## src/rtl/column_drop_ctrl.sv

```systemverilog
// Column-drop controller: cursor movement, per-column fill tracking, player
// alternation and a valid/ready drop request towards the board store.
module column_drop_ctrl #(
   parameter int COLS = 7,
   parameter int ROWS = 6,
   parameter bit WRAP = 1'b1,
   localparam int CW = $clog2(COLS),
   localparam int RW = $clog2(ROWS + 1)
) (
   input  logic          clk,
   input  logic          reset,
   input  logic          i_left_pulse,
   input  logic          i_right_pulse,
   input  logic          i_confirm_pulse,
   input  logic          i_drop_ready,
   output logic          o_drop_valid,
   output logic [CW-1:0] o_drop_col,
   output logic [RW-1:0] o_drop_row,
   output logic          o_drop_player,
   output logic [CW-1:0] o_cursor_col,
   output logic          o_cur_player,
   output logic          o_col_full_err,
   output logic          o_board_full
);

   localparam int TOTAL = COLS * ROWS;
   localparam int NW    = $clog2(TOTAL + 1);

   typedef enum logic [1:0] {S_IDLE, S_REQ, S_DONE} state_t;

   state_t                     r_state, w_state_nxt;
   logic [COLS-1:0][RW-1:0]    r_height, w_height_nxt;
   logic [NW-1:0]              r_count, w_count_nxt;
   logic [CW-1:0]              r_cursor, w_cursor_nxt;
   logic                       r_player, w_player_nxt;
   logic                       r_drop_valid, w_drop_valid_nxt;
   logic [CW-1:0]              r_drop_col, w_drop_col_nxt;
   logic [RW-1:0]              r_drop_row, w_drop_row_nxt;
   logic                       r_drop_player, w_drop_player_nxt;
   logic                       r_col_full_err, w_col_full_err_nxt;
   logic                       r_board_full, w_board_full_nxt;

   logic                       w_commit;
   logic                       w_cur_full;
   logic [NW-1:0]              w_count_inc;
   logic                       w_last;
   logic                       w_move_left;
   logic                       w_move_right;

   assign w_commit     = (r_state == S_REQ) && r_drop_valid && i_drop_ready;
   assign w_cur_full   = (r_height[r_cursor] == RW'(ROWS));
   assign w_count_inc  = r_count + NW'(1);
   assign w_last       = (w_count_inc == NW'(TOTAL));
   // Confirm outranks movement; simultaneous left+right cancel each other.
   assign w_move_left  = (r_state == S_IDLE) && !i_confirm_pulse && i_left_pulse && !i_right_pulse;
   assign w_move_right = (r_state == S_IDLE) && !i_confirm_pulse && i_right_pulse && !i_left_pulse;

   always_ff @(posedge clk) begin
      if (reset) r_state <= S_IDLE;
      else       r_state <= w_state_nxt;
   end

   always_comb begin
      w_state_nxt = r_state;
      case (r_state)
         S_IDLE:  if (i_confirm_pulse && !w_cur_full) w_state_nxt = S_REQ;
         S_REQ:   if (w_commit) w_state_nxt = w_last ? S_DONE : S_IDLE;
         S_DONE:  w_state_nxt = S_DONE;
         default: w_state_nxt = S_IDLE;
      endcase
   end

   always_comb begin
      w_height_nxt       = r_height;
      w_count_nxt        = r_count;
      w_cursor_nxt       = r_cursor;
      w_player_nxt       = r_player;
      w_drop_valid_nxt   = r_drop_valid;
      w_drop_col_nxt     = r_drop_col;
      w_drop_row_nxt     = r_drop_row;
      w_drop_player_nxt  = r_drop_player;
      w_col_full_err_nxt = 1'b0;
      w_board_full_nxt   = r_board_full;

      if (w_move_left) begin
         if (r_cursor == '0) w_cursor_nxt = WRAP ? CW'(COLS - 1) : r_cursor;
         else                w_cursor_nxt = r_cursor - CW'(1);
      end else if (w_move_right) begin
         if (r_cursor == CW'(COLS - 1)) w_cursor_nxt = WRAP ? '0 : r_cursor;
         else                           w_cursor_nxt = r_cursor + CW'(1);
      end

      if ((r_state == S_IDLE) && i_confirm_pulse) begin
         if (w_cur_full) begin
            w_col_full_err_nxt = 1'b1;
         end else begin
            w_drop_valid_nxt  = 1'b1;
            w_drop_col_nxt    = r_cursor;
            w_drop_row_nxt    = r_height[r_cursor];
            w_drop_player_nxt = r_player;
         end
      end

      if (w_commit) begin
         w_drop_valid_nxt         = 1'b0;
         w_height_nxt[r_drop_col] = r_height[r_drop_col] + RW'(1);
         w_player_nxt             = ~r_player;
         w_count_nxt              = w_count_inc;
         if (w_last) w_board_full_nxt = 1'b1;
      end
   end

   always_ff @(posedge clk) begin
      if (reset) begin
         r_height       <= '0;
         r_count        <= '0;
         r_cursor       <= CW'(COLS / 2);
         r_player       <= 1'b0;
         r_drop_valid   <= 1'b0;
         r_drop_col     <= '0;
         r_drop_row     <= '0;
         r_drop_player  <= 1'b0;
         r_col_full_err <= 1'b0;
         r_board_full   <= 1'b0;
      end else begin
         r_height       <= w_height_nxt;
         r_count        <= w_count_nxt;
         r_cursor       <= w_cursor_nxt;
         r_player       <= w_player_nxt;
         r_drop_valid   <= w_drop_valid_nxt;
         r_drop_col     <= w_drop_col_nxt;
         r_drop_row     <= w_drop_row_nxt;
         r_drop_player  <= w_drop_player_nxt;
         r_col_full_err <= w_col_full_err_nxt;
         r_board_full   <= w_board_full_nxt;
      end
   end

   assign o_drop_valid   = r_drop_valid;
   assign o_drop_col     = r_drop_col;
   assign o_drop_row     = r_drop_row;
   assign o_drop_player  = r_drop_player;
   assign o_cursor_col   = r_cursor;
   assign o_cur_player   = r_player;
   assign o_col_full_err = r_col_full_err;
   assign o_board_full   = r_board_full;

endmodule

```

## config.mk

```make
export PLATFORM = sky130hd
export DESIGN_NAME = column_drop_ctrl
export DESIGN_NICKNAME = d
export VERILOG_FILES = /design/src/rtl/column_drop_ctrl.sv
export SDC_FILE = /design/constraint.sdc
export NUM_CORES = 1
export LEC_CHECK = 0
export CAP_MARGIN = 40
export CORE_UTILIZATION = 30
export DETAILED_ROUTE_END_ITERATION = 12
export GPL_TIMING_DRIVEN = 0
export PLACE_DENSITY = 0.45
export SYNTH_ARGS = -nofsm -noshare
export SYNTH_HDL_FRONTEND = slang
export SYNTH_SLANG_ARGS = --single-unit
```

## constraint.sdc

```tcl
create_clock -name clk -period 6.6 [get_ports clk]
set_clock_uncertainty 0.2 [all_clocks]
set_input_delay 0.99 -clock clk [delete_from_list [all_inputs] [get_ports clk]]
set_output_delay 0.99 -clock clk [all_outputs]
set_load 0.05 [all_outputs]
```

==> results.yml <==
worst_setup_path:
  slowest_stage: "clkdlybuf4s50_1"
  slowest_delay_ns: 0.84
  worstPathRequired_ns: 5.41
  rr_startpoint: "o_drop_col[0]"
  worstSetupEndpointType: "primary output"
  cp-startpoint: "o_drop_col[0]"
  crit_chain: "clkdlybuf4s50_1"
  critPathMaxFanout: 4
  setup.worst_path.class: "flop to primary output"
  critPathArrivalTime_ns: 1.57
  crit_buf_inv: 1
  regToRegSetupSlack_ns: 3.97
  cp_top_family: "buffers and inverters"
  start_kind: "flop"
synthesis:
  synthArstFlopShare_pct: 0
  synth_cells: 279
  ys_ff_latch: 43
  synthXorXnorAreaFrac_pct: 4.37
  synth_top_area_cell: "dfxtp_1"
  yosysUniqueCellTypes: 47
  synth.area.mux_share_pct: 17.7
  synth_common_cells: "nor2_1, dfxtp_1, mux2i_1, nand2_1, a21oi_1"
  synth_area_um2: 2430
  yosysTopAreaCellShare_pct: 35.4
  synth_most_common_cell: "nor2_1"
  synth_top_family_by_area: "simple AND/OR/NAND/NOR gates"
  synth_area_leaders: "dfxtp_1, mux2i_1, nor2_1"
  synth_compound_area_share_pct: 13.1
  yosys.area_share.simple_pct: 20.2
  syn_nets: 293
  synth_area_per_cell_um2: 8.73
  yosysWarnings: 0
  synth_edf_count: 0
  synthAdderAreaFrac_pct: 4.11
  synth_seq_area_share_pct: 35.4
  dominantRegCellSynth: "dfxtp_1"
sta:
  slew_headroom_pct: 63.5
  fin_setup_tns_ns: 0
  tightest_slew_ns: 0.548
  period_minus_slack_ns: 2.76
  final-hold-violation-count: 0
  period_share_pct: 41.9
  setup_violations: 0
  hold_slack_ns: 0.256
  grt_setup_unrepaired: "no"
  fmaxAchievable_mhz: 362
  maxSlewViolCount: 0
clocking:
  ctsResizeCount: 0
  cts_sinks: 43
  cts_max_level: 2
  path_clk_slew_ns: 0.08
  clk_latency_ns: 0.30
  clock_path_buffers: 2
  cts_buffers: 5
  cts_tree: "yes"
  postCtsSetupRepairBufs: 0
  cts_hold_buffers: 0
  cts-root-buf: "clkbuf_8"
final_layout:
  area_growth_pct: 16.8
  drive_gt1_share_pct: 9.18
  diodes: 0
  fin_nets: 318
floorplanning:
  rows: 32
  die_w_um: 92.1
  pin_count: 20
  core_area_um2: 7810
  start_util_pct: 31.2
  dieArea_um2: 8480
  fp.dieH_um: 92.1
detailed_routing:
  drc_errors: 0
  dr.first_iter.drc_count: 88
  drt_wl_total_um: 5950
  ant_nets: 0
  post_drt_via_cell_ratio: 4.95
  num_vias: 2014
  drt_pass1_iterations: 4
  wl_per_cell_um: 14.6
global_routing:
  grt_overflow: 0
  grt_pass1_wl_um: 9910
  grt_pass1_vias: 1972
  antenna_found_initial: 0
  track_usage_pct: 14.9
  grt_max_degree: 13
flow_run:
  cap_violations: 0
status:
  outcome: "completed"
placed_design:
  gp_congestion: 0.808
  dpl.hpwl_um: 4480
  port_buffers: 18
hold_path:
  min_from: "o_board_full"
  hp-class: "flop to flop"
power:
  p_total_uw: 582
  p_leak_nw: 1.06
  powerDensity_nw_per_um2: 205
  vdd_ir_drop_max_uv: 82.3
-- power by group --
group / internal [mW] / leakage (nW) / total [mW] / switching (mW)
Sequential: 0.267 / 0.349 / 0.275 / 0.00777
Clock: 0.0957 / 0.0515 / 0.191 / 0.0949
Combinational: 0.0427 / 0.664 / 0.117 / 0.0741
Total: 0.405 / 1.06 / 0.582 / 0.177
-- worst paths after layout --
path	cells after the start	endpoint
max reg2reg	9	r_height[11]
min reg2reg	2	o_board_full
max	1	o_drop_col[0]
min	2	o_board_full
-- logic make-up (layout without fill, tap and decap cells) --
logic type | count (synthesis) | count (layout)
flip-flops | 43 | 43
buffers and inverters | 25 | 51
AND/OR/NAND/NOR | 105 | 105
XOR/XNOR | 10 | 10
AO/OA/AOI/OAI | 48 | 48
multiplexers | 40 | 40
adder cells (fa/ha/maj) | 8 | 8
-- cell type report --
type,count,area [um2]
multi-input cells,211,1450
clock buffers,8,100
well taps,102,128
repair buffers,18,180
plain buffers,16,92.6
inverters,9,33.8
flip-flops and latches,43,861
fillers,853,4960
-- cell usage in the layout (no fill, tap or decap), types with 4 or more instances in the layout --
cell type        instances
a21oi_1                 15
buf_2                    5
clkbuf_1                 8
clkbuf_8                 7
clkdlybuf4s50_1         18
dfxtp_1                 43
ha_1                     8
inv_1                    9
mux2i_1                 35
nand2_1                 24
nand2b_1                 6
nor2_1                  44
nor3_1                  13
o211ai_1                 5
o21ai_0                  9
xnor2_1                  4
xor2_1                   5
-- registers in the layout, indices dropped and copies added, names as in the netlist --
signal / cells
o_drop_col: 3
o_drop_row: 3
o_drop_valid: 1
o_board_full: 1
o_cursor_col: 3
o_cur_player: 1
r_count: 6
r_state: 2
r_height: 21
o_drop_player: 1
o_col_full_err: 1
-- per-layer routing --
| metal | GRT usage (%) | part of all wire, % | wire [um] |
|---|---|---|---|
| met1 | 20.0 | 50 | 2980 |
| met2 | 24.6 | 45 | 2690 |
| met3 | 2.74 | 3.7 | 223 |
| met4 | 3.91 | 0.99 | 59 |
| met5 | 0 | 0 | 0 |
-- stage by stage --
stage / setup slack (ns) / instance area, um2 / util (%) / instances
global placement: 3.59 / 2740 / 35.1 / 399
finish: 3.84 / 2840 / 36.4 / 407
global route: 3.73 / 2840 / 36.4 / 407
CTS: 3.81 / 2840 / 36.4 / 407
floorplan: 4.02 / 2430 / - / 279
detailed placement: 3.63 / 2740 / 35.1 / 399
(Power assumes the default switching activity.)
